===== src/rtl/pipelined_adder_pkg.sv =====
// Shared definitions for the pipelined adder: chunk sizing, payload flags, parameter legality.
// Latency: n/a (types and constant functions only).
// Backpressure: n/a.
package pipelined_adder_pkg;

   // Carry/overflow flags that travel with every stage payload.
   typedef struct packed {
      logic carry;   // carry out of the most recently computed chunk
      logic ovf;     // signed overflow of the most recently computed chunk
   } stage_flags_t;

   // Bits per chunk; one chunk is added in each pipeline stage.
   function automatic int chunk_w(input int width, input int stages);
      return width / stages;
   endfunction

   // Flattened payload width: partial sum, operand A, operand B, flags.
   function automatic int pay_w(input int width);
      return 3 * width + $bits(stage_flags_t);
   endfunction

   // A legal configuration splits WIDTH into STAGES equal, non-empty chunks.
   function automatic bit params_ok(input int width, input int stages);
      return (stages >= 1) && (stages <= width) && ((width % stages) == 0);
   endfunction

endpackage


===== src/rtl/pipelined_adder_if.sv =====
// Operand/result handshake bundle for the pipelined adder; SUB exists only with PIPELINED_ADDER_SUB_EN.
// Latency: n/a (wires only).
// Backpressure: IN_READY/OUT_READY carry valid-ready flow control in each direction.
interface pipelined_adder_if #(
   parameter int WIDTH = 16
);
   logic             IN_VALID;
   logic             IN_READY;
   logic [WIDTH-1:0] A;
   logic [WIDTH-1:0] B;
   logic             CIN;
`ifdef PIPELINED_ADDER_SUB_EN
   logic             SUB;
`endif
   logic             OUT_VALID;
   logic             OUT_READY;
   logic [WIDTH-1:0] S;
   logic             COUT;
   logic             OVF;

   // Upstream/downstream agent side.
   modport master (
      output IN_VALID, A, B, CIN,
`ifdef PIPELINED_ADDER_SUB_EN
      output SUB,
`endif
      output OUT_READY,
      input  IN_READY, OUT_VALID, S, COUT, OVF
   );

   // Adder side.
   modport slave (
      input  IN_VALID, A, B, CIN,
`ifdef PIPELINED_ADDER_SUB_EN
      input  SUB,
`endif
      input  OUT_READY,
      output IN_READY, OUT_VALID, S, COUT, OVF
   );
endinterface


===== src/rtl/pipelined_adder_stage.sv =====
// One pipeline stage: adds chunk IDX of the carried operands plus the incoming carry and registers it.
// Latency: 1 cycle.
// Backpressure: holds its payload while full and downstream not ready; o_rdy = !valid || i_rdy.
module adder_stage
   import pipelined_adder_pkg::*;
#(
   parameter int WIDTH  = 16,
   parameter int STAGES = 4,
   parameter int IDX    = 0,
   parameter int PAY_W  = pay_w(WIDTH)
) (
   input  logic             i_clk,
   input  logic             i_rst_n,
   input  logic             i_vld,
   output logic             o_rdy,
   input  logic [PAY_W-1:0] i_pay,
   output logic             o_vld,
   input  logic             i_rdy,
   output logic [PAY_W-1:0] o_pay
);
   localparam int CHUNK = chunk_w(WIDTH, STAGES);
   localparam int LO    = IDX * CHUNK;
   localparam int MSB   = LO + CHUNK - 1;

   // Sum keeps the already-computed low chunks; opa/opb keep the operands so upper chunks reach later stages.
   typedef struct packed {
      logic [WIDTH-1:0] sum;
      logic [WIDTH-1:0] opa;
      logic [WIDTH-1:0] opb;
      stage_flags_t     flg;
   } payload_t;

   payload_t       w_in;
   payload_t       w_nxt;
   payload_t       r_pay;
   logic [CHUNK:0] w_add;
   logic           r_vld;

   assign w_in = i_pay;

   // Chunk add; overflow uses carry-into-MSB = a^b^s at the chunk MSB, XORed with carry out.
   always_comb begin
      w_nxt                = w_in;
      w_add                = {1'b0, w_in.opa[LO +: CHUNK]} + {1'b0, w_in.opb[LO +: CHUNK]}
                           + {{CHUNK{1'b0}}, w_in.flg.carry};
      w_nxt.sum[LO +: CHUNK] = w_add[CHUNK-1:0];
      w_nxt.flg.carry      = w_add[CHUNK];
      w_nxt.flg.ovf        = w_in.opa[MSB] ^ w_in.opb[MSB] ^ w_add[CHUNK-1] ^ w_add[CHUNK];
   end

   assign o_rdy = !r_vld || i_rdy;

   // Stage register: load when empty or draining; reset discards whatever is in flight.
   always_ff @(posedge i_clk) begin
      if (!i_rst_n) begin
         r_vld <= 1'b0;
         r_pay <= '0;
      end else if (o_rdy) begin
         r_vld <= i_vld;
         if (i_vld) begin
            r_pay <= w_nxt;
         end
      end
   end

   assign o_vld = r_vld;
   assign o_pay = r_pay;

endmodule


===== src/rtl/pipelined_adder.sv =====
// Pipelined ripple-carry adder, one WIDTH/STAGES chunk per stage; PIPELINED_ADDER_SUB_EN adds a SUB input.
// Latency: STAGES cycles from input transfer to OUT_VALID; one result per cycle sustained.
// Backpressure: OUT_READY low freezes outputs, pipe fills, IN_READY drops when all STAGES are full.
module pipelined_adder
   import pipelined_adder_pkg::*;
#(
   parameter int WIDTH  = 16,
   parameter int STAGES = 4
) (
   input  logic             CLK,
   input  logic             RST_N,
   pipelined_adder_if.slave bus
);
   localparam int PAY_W = pay_w(WIDTH);

   if (!params_ok(WIDTH, STAGES)) begin : g_bad_params
      $error("pipelined_adder: WIDTH must be a multiple of STAGES with 1 <= STAGES <= WIDTH");
   end

   typedef struct packed {
      logic [WIDTH-1:0] sum;
      logic [WIDTH-1:0] opa;
      logic [WIDTH-1:0] opb;
      stage_flags_t     flg;
   } payload_t;

   logic [STAGES:0] w_vld;
   logic [STAGES:0] w_rdy;
   logic [PAY_W-1:0] w_pay [STAGES+1];
   payload_t         w_src;
   payload_t         w_out;
   logic [2*WIDTH-1:0] w_unused_ops;

   // Entry payload: subtraction is folded in here as A + ~B + 1 so the stages only ever add.
   always_comb begin
      w_src           = '0;
      w_src.opa       = bus.A;
      w_src.opb       = bus.B;
      w_src.flg.carry = bus.CIN;
`ifdef PIPELINED_ADDER_SUB_EN
      if (bus.SUB) begin
         w_src.opb       = ~bus.B;
         w_src.flg.carry = 1'b1;
      end
`endif
   end

   assign w_vld[0]      = bus.IN_VALID;
   assign w_pay[0]      = w_src;
   assign bus.IN_READY  = w_rdy[0];
   assign w_rdy[STAGES] = bus.OUT_READY;

   for (genvar g = 0; g < STAGES; g++) begin : g_stage
      adder_stage #(
         .WIDTH  (WIDTH),
         .STAGES (STAGES),
         .IDX    (g),
         .PAY_W  (PAY_W)
      ) u_stage (
         .i_clk   (CLK),
         .i_rst_n (RST_N),
         .i_vld   (w_vld[g]),
         .o_rdy   (w_rdy[g]),
         .i_pay   (w_pay[g]),
         .o_vld   (w_vld[g+1]),
         .i_rdy   (w_rdy[g+1]),
         .o_pay   (w_pay[g+1])
      );
   end

   // Last stage register drives the result directly; the carried operands are dead by then.
   assign w_out         = w_pay[STAGES];
   assign bus.OUT_VALID = w_vld[STAGES];
   assign bus.S         = w_out.sum;
   assign bus.COUT      = w_out.flg.carry;
   assign bus.OVF       = w_out.flg.ovf;
   assign w_unused_ops  = {w_out.opa, w_out.opb};

endmodule


===== src/flat_wrapper.sv =====
// flat-port wrapper written by rule: the top's interface ports become plain ports
module pipelined_adder_flat import pipelined_adder_pkg::*;
#(
   parameter int WIDTH  = 16,
   parameter int STAGES = 4
)
  (CLK, RST_N, bus_IN_VALID, bus_A, bus_B, bus_CIN, bus_OUT_READY, bus_IN_READY, bus_OUT_VALID, bus_S, bus_COUT, bus_OVF);
  pipelined_adder_if #(.WIDTH(WIDTH)) bus_i ();
  input  logic CLK;
  input  logic RST_N;
  input wire logic [$bits(bus_i.IN_VALID)-1:0] bus_IN_VALID;
  input wire logic [$bits(bus_i.A)-1:0] bus_A;
  input wire logic [$bits(bus_i.B)-1:0] bus_B;
  input wire logic [$bits(bus_i.CIN)-1:0] bus_CIN;
  input wire logic [$bits(bus_i.OUT_READY)-1:0] bus_OUT_READY;
  output wire logic [$bits(bus_i.IN_READY)-1:0] bus_IN_READY;
  output wire logic [$bits(bus_i.OUT_VALID)-1:0] bus_OUT_VALID;
  output wire logic [$bits(bus_i.S)-1:0] bus_S;
  output wire logic [$bits(bus_i.COUT)-1:0] bus_COUT;
  output wire logic [$bits(bus_i.OVF)-1:0] bus_OVF;
  assign bus_i.IN_VALID = bus_IN_VALID;
  assign bus_i.A = bus_A;
  assign bus_i.B = bus_B;
  assign bus_i.CIN = bus_CIN;
  assign bus_i.OUT_READY = bus_OUT_READY;
  assign bus_IN_READY = bus_i.IN_READY;
  assign bus_OUT_VALID = bus_i.OUT_VALID;
  assign bus_S = bus_i.S;
  assign bus_COUT = bus_i.COUT;
  assign bus_OVF = bus_i.OVF;
  pipelined_adder #(.WIDTH(WIDTH), .STAGES(STAGES)) u_core (.CLK(CLK), .RST_N(RST_N), .bus(bus_i));
endmodule

===== config.mk =====
export PLATFORM = sky130hd
export DESIGN_NAME = pipelined_adder_flat
export DESIGN_NICKNAME = d
export VERILOG_FILES = /design/src/rtl/pipelined_adder_pkg.sv /design/src/rtl/pipelined_adder_if.sv /design/src/rtl/pipelined_adder_stage.sv /design/src/rtl/pipelined_adder.sv /design/src/flat_wrapper.sv
export SDC_FILE = /design/constraint.sdc
export NUM_CORES = 1
export LEC_CHECK = 0
export ABC_AREA = 0
export BUFFER_PORTS_ARGS = -buffer_cell sky130_fd_sc_hd__buf_2
export CAP_MARGIN = 20
export CORE_ASPECT_RATIO = 0.7
export CORE_MARGIN = 4
export CORE_UTILIZATION = 57
export DETAILED_ROUTE_END_ITERATION = 12
export PLACE_DENSITY = 0.79
export SLEW_MARGIN = 40
export SYNTH_ARGS = -nofsm -noshare
export SYNTH_HDL_FRONTEND = slang
export SYNTH_SLANG_ARGS = --single-unit

===== constraint.sdc =====
create_clock -name CLK -period 2.21 [get_ports CLK]
set_input_delay 0.221 -clock CLK [delete_from_list [all_inputs] [get_ports CLK]]
set_output_delay 0.221 -clock CLK [all_outputs]
set_load 0.05 [all_outputs]

==> run_results.csv <==
group,metric,value,unit
cts,cts_root_buf,"clkbuf_8",
detailed_routing,wirelength,7940,um
power_and_ir_drop,powerDensity,682,mW/mm^2
timing,period_share,0.818,
cts,clkTransAtPathRegs,0.09,ns
cts,ctsHoldBuffers,0,
cts,ctsResizeCount,0,
global_routing,grt_pass1_wl,13600,um
die,dieHeight,79.5,um
timing,drv_slew,0,
global_routing,grt_pass1_vias,2969,
cells_and_area,final_util,0.673,
critical_path,cp_slowest_stage_delay,0.44,ns
cells_and_area,nets,575,
detailed_routing,routed_via_density,5.06,
cts,clk_path_buf_depth,2,
cts,clock_latency,0.36,ns
placement,dp_hpwl,5660,um
power_and_ir_drop,ir_worst_vdd,0.000353,V
cells_and_area,final_common_cell,"nand2_1",
critical_path,path_delay_family,"adder cells",
placement,placed_area,0.00447,mm^2
cts,post_cts_buffers,0,
logic_synthesis,synth_area_per_cell,8.76,um^2
cts,cts_sinks,97,
detailed_routing,drtPass1Iterations,4,
timing,finalSetupTns,0,ns
cells_and_area,drive_gt1_frac,0.157,
global_routing,antenna_found_initial,0,
detailed_routing,drc,0,
critical_path,path_cells,"inv_1, fa_1, fa_1, nor2b_1, o21ai_0, nand3b_1, o211a_1",
logic_synthesis,synth_cells,475,
critical_path,end_kind,"register",
logic_synthesis,synth-async-reset-ratio,0,
timing,worst_pin_slew,0.756,ns
job,max_cap_viol_count,0,
timing,max_freq,553,MHz
timing,setup_violations,0,
global_routing,track_usage,0.197,
hold_path,min_path_type,"in -> reg",
die,core_area,0.00691,mm^2
logic_synthesis,synth_edf_count,0,
critical_path,start_kind,"register",
logic_synthesis,synth-seq-cells,97,
global_routing,grt_overflow_total,0,
detailed_routing,wl_met2,3390,um
timing,slew_headroom,0.496,
cells_and_area,area_delta_synth_final,11.8,%
die,fp-row-count,25,
detailed_routing,dr.first_iter.drc_count,146,
timing,rsz0062_at_grt,"false",
timing,hold_viol_final,0,
cells_and_area,fin_area,0.00465,mm^2
detailed_routing,drtAntennaViolNets,0,
logic_synthesis,synth_warnings,0,
cts,htree_levels,3,
critical_path,required,2.52,ns
critical_path,crit_top_cell,"fa_1",
logic_synthesis,ys.flop_type,"dfxtp_1",
detailed_routing,wirelength_met1,3970,um
cts,numCtsBuffers,9,
detailed_routing,vias,3121,
cells_and_area,antenna_cells,0,
timing,finalWorstPathRequiredPeriod,1.81,ns
outcome,status,"completed",
logic_synthesis,syn_area,0.00416,mm^2
critical_path,cp_num_buf_inv,1,
timing,finClkSkew,0.0130,ns
detailed_routing,wl_met3,467,um
detailed_routing,highest_layer,"met4",
die,ios,57,
cts,tritoncts,"done",
logic_synthesis,synth_top_area_frac,0.467,
cells_and_area,final_cell_mix,"nand2_1, dfxtp_1, a21boi_0, buf_2, inv_1",
power_and_ir_drop,power,3170,uW
power_and_ir_drop,leakagePower,0.00193,uW
logic_synthesis,ys_top_cells_by_area,"dfxtp_1, nand2_1, a21boi_0",
die,die-area,0.00875,mm^2
timing,fin_hold_ws,0.0902,ns
critical_path,cp_slowest_cell,"fa_1",
critical_path,crit_fanout,2,
critical_path,cp.arrival,2.11,ns
detailed_routing,routedWlPerCell,12.9,um
logic_synthesis,synth_fp_nets,532,
logic_synthesis,yosysTopAreaCell,"dfxtp_1",
die,start_util,0.602,
logic_synthesis,seq_area_frac_synth,0.467,
placement,placement.io_buffers,56,
placement,gp_congestion,0.854,
die,die_w,110,um
logic_synthesis,synth_cell_type_count,35,
critical_path,setup.worst_path.class,"reg -> reg",
global_routing,grt_max_degree,54,
synthesized netlist by cell type (3+ instances only):
cell      number
o21ai_0        5
nand2b_1       3
o211a_1        7
dfxtp_1       97
buf_2          9
nand3_1        7
xnor2_1        4
clkbuf_1      13
ha_1          12
nand2_1      170
buf_4          7
a21boi_0      69
o21a_1         3
a21boi_1      13
a21oi_1        6
fa_1           8
nor2b_1        3
a21o_1         4
inv_1         14
flip-flops by register name, indices dropped and copies added, names as in the netlist:
| name | cells |
|---|---|
| u_core.g_stage.u_stage.o_vld | 4 |
| u_core.g_stage.u_stage.o_pay | 93 |
report_power, final:
group / switching [uW] / total [uW] / leakage, uW / internal, uW
registers: 36.4 / 1840 / 0.000790 / 1800
clock network: 591 / 1060 / 0.0000928 / 472
logic: 150 / 267 / 0.00104 / 118
total: 777 / 3170 / 0.00193 / 2390
final cells by class:
type	count	area [um^2]
clock buffers	12	155
fillers	629	2260
repair buffers	62	338
well taps	94	118
inverters	14	52.6
clock inverters	4	26.3
flip-flops and latches	97	1940
multi-input cells	334	2020
worst min-delay path, cell delays in order:
cell and delay, ns:
buf_2 0.09, nand2_1 0.04, a21boi_1 0.05
metrics by stage:
step | setup WS, ns | instances
after floorplan | 0.438 | 475
after detailed placement | 0.438 | 601
after CTS | 0.412 | 617
after global routing | 0.327 | 617
after global placement | 0.477 | 601
final | 0.401 | 617
cells by family (layout without fill, tap and decap cells):
group,Yosys count,after routing,synth area share
flip-flops,97,97,0.467
AND/OR/NAND/NOR,194,194,0.190
adder cells (fa/ha/maj),20,20,0.0746
buffers and inverters,44,92,0.0505
XOR/XNOR,6,6,0.0126
AO/OA/AOI/OAI,114,114,0.206
final timing paths:
path	startpoint	cells after the start	slack [ns]	end
setup / recovery	u_core.g_stage[0].u_stage.o_pay[6]$_SDFFE_PN0P_	7	0.40	u_core.g_stage[1].u_stage.o_pay[1]$_SDFFE_PN0P_
hold / removal	bus_B[14]	3	0.09	u_core.g_stage[0].u_stage.o_pay[16]$_SDFFE_PN0P_
hold reg to reg	u_core.g_stage[0].u_stage.o_pay[10]$_SDFFE_PN0P_	2	0.46	u_core.g_stage[0].u_stage.o_pay[10]$_SDFFE_PN0P_
setup reg to reg	u_core.g_stage[0].u_stage.o_pay[6]$_SDFFE_PN0P_	7	0.40	u_core.g_stage[1].u_stage.o_pay[1]$_SDFFE_PN0P_
routing by layer:
| metal | vias to the layer above | global-route usage |
|---|---|---|
| li1 | 1639 | - |
| met1 | 1410 | 0.269 |
| met2 | 63 | 0.307 |
| met3 | 9 | 0.0477 |
| met4 | 0 | 0.0664 |
| met5 | - | 0 |
No activity file was read; power rests on OpenSTA's default activity.
